$ cat config.mk
export PLATFORM = sky130hd
export DESIGN_NAME = irrigation_timer_ctrl
export DESIGN_NICKNAME = d
export VERILOG_FILES = /design/src/rtl/irrigation_timer_ctrl_pkg.sv /design/src/rtl/irrigation_timer_ctrl_digit.sv /design/src/rtl/irrigation_timer_ctrl.sv
export SDC_FILE = /design/constraint.sdc
export NUM_CORES = 1
export LEC_CHECK = 0
export ABC_CLOCK_PERIOD_IN_PS = 6860
export CAP_MARGIN = 20
export CORE_ASPECT_RATIO = 2
export CORE_MARGIN = 3
export CORE_UTILIZATION = 50
export DETAILED_ROUTE_END_ITERATION = 8
export HOLD_SLACK_MARGIN = 0.1
export PLACE_DENSITY = 0.81
export SETUP_SLACK_MARGIN = 0.3
export SYNTH_ARGS = -nofsm -noshare
export SYNTH_HDL_FRONTEND = slang
export SYNTH_HIERARCHICAL = 1
export SYNTH_SLANG_ARGS = --single-unit
$ cat constraint.sdc
create_clock -name clk -period 6.86 [get_ports clk]
set_input_delay 0.686 -clock clk [delete_from_list [all_inputs] [get_ports clk]]
set_output_delay 0.686 -clock clk [all_outputs]
set_load 0.005 [all_outputs]
$ cat src/rtl/irrigation_timer_ctrl_pkg.sv
// irr_pkg: shared FSM state, BCD digit type and digit limits for irrigation_timer_ctrl
package irr_pkg;
  typedef enum logic [1:0] {IDLE, RUN, DONE} state_t;
  typedef logic [3:0] digit_t;
  localparam int SU_MAX = 9;
  localparam int ST_MAX = 5;
endpackage

$ cat src/rtl/irrigation_timer_ctrl_digit.sv
// bcd_down_digit: one BCD down-counting digit with clamped load and borrow-out
module bcd_down_digit
  import irr_pkg::*;
#(
  parameter int MAX = 9
) (
  input  logic   clk,
  input  logic   clear,
  input  logic   load,
  input  digit_t load_val,
  input  logic   dec,
  output digit_t q,
  output logic   borrow
);
  localparam digit_t TOP = digit_t'(MAX);
  assign borrow = dec && q == '0;
  always_ff @(posedge clk or posedge clear)
    if (clear) q <= '0;
    else if (load) q <= load_val > TOP ? TOP : load_val;
    else if (dec) q <= borrow ? TOP : q - 4'd1;
endmodule

$ cat src/rtl/irrigation_timer_ctrl.sv
// irrigation_timer_ctrl: one watering cycle sequencer, BCD M:ST:SU countdown at 1 Hz.
// Define IRR_SOIL_ABORT_EN to let soil_wet abort a run and block starts.
module irrigation_timer_ctrl
  import irr_pkg::*;
#(
  parameter int TICK_DIV = 50_000_000,
  parameter int MAX_MIN  = 9
) (
  input  logic       clk,
  input  logic       clear,
  input  logic       start,
  input  logic       stop,
  input  logic [3:0] dur_min,
  input  logic [2:0] dur_st,
  input  logic [3:0] dur_su,
  input  logic       soil_wet,
  output logic       valve_on,
  output logic       busy,
  output logic       done,
  output logic [3:0] min_d,
  output logic [3:0] st_d,
  output logic [3:0] su_d
);
  localparam int PW = $clog2(TICK_DIV);
  state_t state, state_n;
  logic [PW-1:0] pre;
  logic armed, tick, go, abort, kill, nz, last, su_b, st_b, unused_min_b;
`ifdef IRR_SOIL_ABORT_EN
  assign abort = stop || soil_wet;
`else
  logic unused_soil;
  assign unused_soil = soil_wet;
  assign abort = stop;
`endif
  // Clamping only lowers values above a nonzero limit, so only a zero minute limit can zero a load
  assign nz = (MAX_MIN > 0 && dur_min != '0) || dur_st != '0 || dur_su != '0;
  assign go = state == IDLE && start && !abort && armed && nz;
  assign kill = state == RUN && abort;
  assign tick = state == RUN && pre == PW'(TICK_DIV - 1);
  assign last = min_d == '0 && st_d == '0 && su_d == 4'd1;
  always_comb begin
    state_n = state;
    state_n = state == IDLE ? (go ? RUN : IDLE)
            : state == RUN ? (abort ? IDLE : (tick && last) ? DONE : RUN)
            : IDLE;
  end
  always_ff @(posedge clk or posedge clear)
    if (clear) begin
      state    <= IDLE;
      pre      <= '0;
      armed    <= 1'b1;
      valve_on <= 1'b0;
      busy     <= 1'b0;
      done     <= 1'b0;
    end else begin
      state    <= state_n;
      pre      <= (state == RUN && !tick) ? pre + 1'b1 : '0;
      armed    <= go ? 1'b0 : (state == IDLE && !start) ? 1'b1 : armed;
      valve_on <= state_n == RUN;
      busy     <= state_n == RUN;
      done     <= state_n == DONE;
    end
  bcd_down_digit #(.MAX(SU_MAX)) u_su (
    .clk(clk), .clear(clear), .load(go || kill), .load_val(kill ? '0 : dur_su),
    .dec(tick), .q(su_d), .borrow(su_b)
  );
  bcd_down_digit #(.MAX(ST_MAX)) u_st (
    .clk(clk), .clear(clear), .load(go || kill), .load_val(kill ? '0 : {1'b0, dur_st}),
    .dec(su_b), .q(st_d), .borrow(st_b)
  );
  bcd_down_digit #(.MAX(MAX_MIN)) u_min (
    .clk(clk), .clear(clear), .load(go || kill), .load_val(kill ? '0 : dur_min),
    .dec(st_b), .q(min_d), .borrow(unused_min_b)
  );
endmodule

**Yosys cells after proc, flatten, opt, wreduce, memory -nomap -nowiden**

Index checks and enable logic that the tools add are counted.
W data, S select, Z words.

- Div/mod/pow operators: 0
- Muxes and demuxes: 23
- Reductions and logical operators: 31
- Bitwise operators: 0
- Order comparisons: 3
- Add/subtract/negate cells: 4
- Equal/unequal tests: 5
- $mul: 0
- Shift operators: 0

Operator list:

| operator | number |
|---|---|
| $mux W4 | 13 |
| $add A26 B1 Y26 const B | 1 |
| $eq A26 B26 Y1 const B | 1 |
| $mux W26 | 1 |
| $logic_and A1 B1 Y1 | 14 |
| $logic_not A4 Y1 | 3 |
| $sub A4 B1 Y4 const B | 3 |
| $gt A4 B4 Y1 const B | 2 |
| $mux W2 | 4 |
| $reduce_bool A2 Y1 | 4 |
| $reduce_bool A4 Y1 | 2 |
| $mux W3 | 2 |
| $eq A2 B1 Y1 const B | 2 |
| $eq A4 B1 Y1 const B | 1 |
| $gt A3 B3 Y1 const B | 1 |
| $logic_not A1 Y1 | 3 |
| $logic_or A1 B1 Y1 | 3 |
| $mux W1 | 3 |
| $reduce_bool A3 Y1 | 1 |
| $eq A2 B2 Y1 const B | 1 |
| $logic_not A2 Y1 | 1 |

- Register bits after elaboration: 43
- Output and inout bits: 15
- Word-level logic and storage cells: 74
- ROM bits: 0
- Memory bits (writable): 0
- Memories: 0
- Latch bits: 0

**Depth between registers and ports, before layout**

- Depth in word-level cells: 9
- Gate-level depth with buffers: 12

**Modules after synthesis**

The synthesis kept the hierarchy.

Modules (own cells, without submodules):

| module | seq. area each (sq um) | times used | cells each | area an instance (sq um) |
|---|---|---|---|---|
| irrigation_timer_ctrl | 777.0 | 1 | 187 | 1756.7 |
| bcd_down_digit at u_min ... | 100.1 | 2 | 31 | 290.3 |
| bcd_down_digit at u_st | 100.1 | 1 | 31 | 280.3 |

**Worst setup path after synthesis**

Ideal clock, no wire load.

- Path kind: register to register
- Start point: register pre[9]
- End point: register u_min.q[0]
- Cell stages (with the launch flop): 11
- Library setup time: 0.098 ns
- Buffers on the path: 0
- Clock period less this slack: 2.933 ns
- Data arrival time: 2.835 ns
- Required time: 6.762 ns
- Setup slack: 3.927 ns
- Cell sequence: dfrtp_1 -> or4b_1 -> nor4_1 -> nand4_1 -> nor2_1 -> nand4bb_2 -> inv_2 -> and3b_1 -> nand4bb_2 -> and3_2 -> o31ai_1

- Cells in the longest elaborated chain, start to end: 8

Ends and longest elaborated chain:

| item | line | source |
|---|---|---|
| start, declared | irrigation_timer_ctrl.sv:26 | `logic [PW-1:0] pre;` |
| start signal, assigned | irrigation_timer_ctrl.sv:57 | `pre <= (state == RUN && !tick) ? pre + 1'b1 : '0;` |
| $eq A26 B26 Y1 * | irrigation_timer_ctrl.sv:39 | `assign tick = state == RUN && pre == PW'(TICK_DIV - 1);` |
| $logic_and A1 B1 Y1 * | irrigation_timer_ctrl.sv:39 |  |
| via tick | irrigation_timer_ctrl.sv:27 | `logic armed, tick, go, abort, kill, nz, last, su_b, st_b, unused_min_b;` |
| $logic_and A1 B1 Y1 * | irrigation_timer_ctrl_digit.sv:16 | `assign borrow = dec && q == '0;` |
| via su_b | irrigation_timer_ctrl.sv:27 |  |
| $logic_and A1 B1 Y1 * | irrigation_timer_ctrl_digit.sv:16 |  |
| via st_b | irrigation_timer_ctrl.sv:27 |  |
| $logic_and A1 B1 Y1 | irrigation_timer_ctrl_digit.sv:16 |  |
| $mux W4 (2 in a row) | irrigation_timer_ctrl_digit.sv:20 | `else if (dec) q <= borrow ? TOP : q - 4'd1;` |
| $mux W4 | irrigation_timer_ctrl_digit.sv:19 | `else if (load) q <= load_val > TOP ? TOP : load_val;` |
| end signal, assigned | irrigation_timer_ctrl_digit.sv:19 |  |
| end signal, assigned | irrigation_timer_ctrl_digit.sv:20 |  |
| end, declared | irrigation_timer_ctrl_digit.sv:12 | `output digit_t q,` |

The timed path passes the listed nets; every way through them passes the cells marked *. The select of a mux whose other input is x is not followed.
A chain may end at the register's enable or synchronous reset.

**Final worst setup path**

- Start point: register pre[8]
- End point: register u_min.q[0]

Same word-level chain as after synthesis.

==> flow_summary_export.csv <==
group,metric,value,unit
layout,n_fill_cell,453,
clocking,ctsHoldBuffers,0,
timing,slew_headroom,52.14,%
drt,drtIter0Drc,48,
floorplan,die_y,108.3,um
setup_path,crit_type,"reg -> reg",
clocking,path_clk_slew,80,ps
logic_synthesis,synthAdderAreaFrac,3.346,%
logic_synthesis,synth_top_area_share,40.15,%
pwr,p_clk_share,27.2,%
global_routing,grt_usage,20.30,%
drt,wl,5844,um
setup_path,r2r_slack,3190,ps
flow_run,maxCapViolations,0,
floorplan,io_pins,31,
clocking,insertion_delay,290,ps
logic_synthesis,synthCells,280,
logic_synthesis,synth_compound_area_share,14.44,%
pwr,power_density,248.4,mW/mm^2
timing,whs,487.0,ps
layout,areaGrowthSynthToFinish,16.49,%
drt,num_vias,2271,
setup_path,end_kind,"flip-flop",
floorplan,start_util,52.83,%
global_routing,first_global_vias,2201,
logic_synthesis,yosysTopAreaCell,"dfrtp_1",
timing,rsz0062_at_grt,"false",
place,pre_cts_slack,3258,ps
pwr,max-vdd-ir-drop,0.2071,mV
global_routing,grt-ovfl-total,0,
drt,wl_per_cell,15.88,um
logic_synthesis,ys_types,55,
global_routing,antenna_found_initial,0,
pwr,p_sw_share,31.05,%
clocking,numCtsBuffers,5,
logic_synthesis,ys_seq_elements,43,
timing,fin_setup_tns,0,ps
timing,fin_skew,3.077,ps
setup_path,arrival,3880,ps
place,routabilityCongestion,0.8376,
logic_synthesis,synth_edf_count,0,
logic_synthesis,yosysSeqAreaShare,41.16,%
timing,fin_ws,3185,ps
clocking,post_cts.repair.setup_buffers,0,
floorplan,die_area,0.006192,sq mm
setup_path,crit_path_max_fanout,9,
setup_path,crit_path_start_kind,"flip-flop",
logic_synthesis,netlist_area,0.002618,sq mm
min_path,min_path_type,"reg -> reg",
place,dpl.hpwl,4388,um
timing,worstMarginPinSlew,716.2,ps
logic_synthesis,async_flop_share,100.0,%
floorplan,row_count,36,
place,io_buffers,29,
timing,setup_viol,0,
pwr,p_seq_share,44.2,%
place,post_dp_cell_area,0.002932,sq mm
logic_synthesis,synth_xor_area_share,3.681,%
drt,drc,0,
clocking,cts.sinks,43,
logic_synthesis,muxShareOfSynthArea,0.3824,%
timing,finalHoldViolCount,0,
timing,finalCriticalPeriod,3675,ps
global_routing,grt_max_degree,32,
layout,diodes,0,
layout,drive_gt1_share,10.29,%
pwr,comb_power_share,28.6,%
logic_synthesis,synth_simple_gate_area_share,32.31,%
logic_synthesis,yosys_warnings,6,
clocking,cts_root_buf,"clkbuf_8",
timing,slew_violations,0,
floorplan,core-area,0.004955,sq mm
drt,vias_per_cell,6.171,
global_routing,grt_pass1_wl,9901,um
logic_synthesis,ys.flop_type,"dfrtp_1",
layout,fin_area,0.003049,sq mm
pwr,netSwitchingPower,0.2351,mW
logic_synthesis,synth_top_family_by_area,"simple AND/OR/NAND/NOR gates",
logic_synthesis,synth.area.top_cells,"dfrtp_1 (40%), o31ai_1 (3.4%), ha_1 (3.3%)",
layout,nNetsFinal,333,
pwr,p_leak,1.189,nW
pwr,power,0.7573,mW
drt,ant_nets,0,
floorplan,die_w,57.16,um
clocking,htreeDepth,2,
logic_synthesis,postSynthAreaPerCell,9.348,sq um
outcome,outcome,"finished, final reports clean",
clocking,cts_resized,0,
drt,firstDrtPassIters,4,
clocking,clockBufferDepth,2,
setup_path,required,7060,ps
timing,timing.fmax,272.1,MHz
timing,post-route-period-util,53.57,%
clocking,tritoncts,"built",
pwr,p_int,0.5221,mW
## cells in the mapped netlist (all sizes together) (11+ instances only)
master,number
a21oi,16
or4,11
o21ai,16
inv,15
nand2,16
and2,11
nor2,22
o31ai,12
nand3,14
dfrtp,42
## kinds of logic after synthesis
family | Yosys count
compound gates | 57
other cells | 1
mux | 1
flops | 43
xor+xnor | 11
simple gates | 136
buf+inv | 24
fa+ha+maj | 7
## metal layers
metal | GRT usage, % | part of all wire (%) | up-vias
li1 | - | - | 1079
met1 | 21.01 | 37 | 1106
met2 | 38.63 | 56 | 71
met3 | 2.867 | 3.7 | 15
met4 | 9.619 | 3.4 | 0
met5 | 0 | 0 | -
## through the flow
| stage | util [%] | instances |
|---|---|---|
| floorplan | - | 282 |
| global placement | 59.17 | 360 |
| detailed placement | 59.17 | 360 |
| CTS | 61.54 | 368 |
| global route | 61.54 | 368 |
| finish | 61.54 | 368 |
## sequential cells by signal, indices dropped and copies added (netlist names)
| name | flops |
|---|---|
| u_min/q | 4 |
| u_su/q | 4 |
| busy | 1 |
| u_st/q | 4 |
| armed | 1 |
| state | 2 |
| pre | 26 |
| done | 1 |
## critical path, stage by stage (launching register included)
cell and delay, ps:
dfrtp_1 430, or4b_1 570, nor4_1 460, nand4_1 270, nor2_1 440, nand4bb_2 210, inv_2 170, and3b_1 370
nand4bb_2 190, and3_2 240, o31ai_1 210
## worst paths after layout
path / from / end / cells past startpoint
max in group asynchronous: clear / armed$_DFFE_PP1P_ / 3
max: pre[8]$_DFF_PP0_ / u_min/q[0]$_DFFE_PP0P_ / 10
min reg2reg: pre[0]$_DFF_PP0_ / pre[0]$_DFF_PP0_ / 1
max reg2reg: pre[8]$_DFF_PP0_ / u_min/q[0]$_DFFE_PP0P_ / 10
min: pre[0]$_DFF_PP0_ / pre[0]$_DFF_PP0_ / 1
min in group asynchronous: clear / u_min/q[3]$_DFFE_PP0P_ / 2
## area by class of cell
class                   count  area [sq um]  area share, %
well taps                  57         71.32          2.339
multi-input cells         215          1429          46.86
repair buffers             30         297.8          9.766
inverters                  15         56.30          1.847
flip-flops and latches     43          1077          35.33
clock inverters             2         35.03          1.149
clock buffers               6         82.58          2.708
## layout by cell type, fill, tap and decap left out, drive strengths merged, types with 2 or more instances in the layout
cell           netlist  final
a21oi               16     16
nand3               14     14
o31ai               12     12
nor4b                3      3
o21bai               2      2
nand2               16     16
clkbuf               4      6
a22oi                2      2
nand4bb              2      2
ha                   7      7
or4b                 2      2
xnor2                6      6
and2                11     11
and2b                2      2
nand4                7      7
inv                 15     15
or4                 11     11
xor2                 5      5
clkdlybuf4s50        0     29
o21a                 3      3
nor2b                5      5
and3                 5      5
nor3                 7      7
or3                  7      7
or3b                 2      2
and4                 6      6
nor2                22     22
o21ai               16     16
nor4                 6      6
a2bb2oi              3      3
conb                 1      3
dfrtp               42     42
nand2b               4      4
nand3b               2      2
## power by group through the flow
stage / Combinational [mW] / Sequential, mW / Clock [mW]
2_1_floorplan: 0.128 / 0.326 / 0
3_3_place_gp: 0.211 / 0.338 / 0
3_5_place_dp: 0.216 / 0.338 / 0
4_1_cts: 0.218 / 0.334 / 0.210
5_1_grt: 0.241 / 0.340 / 0.218
6_report: 0.217 / 0.334 / 0.206
No activity file was read; power rests on OpenSTA's default activity.
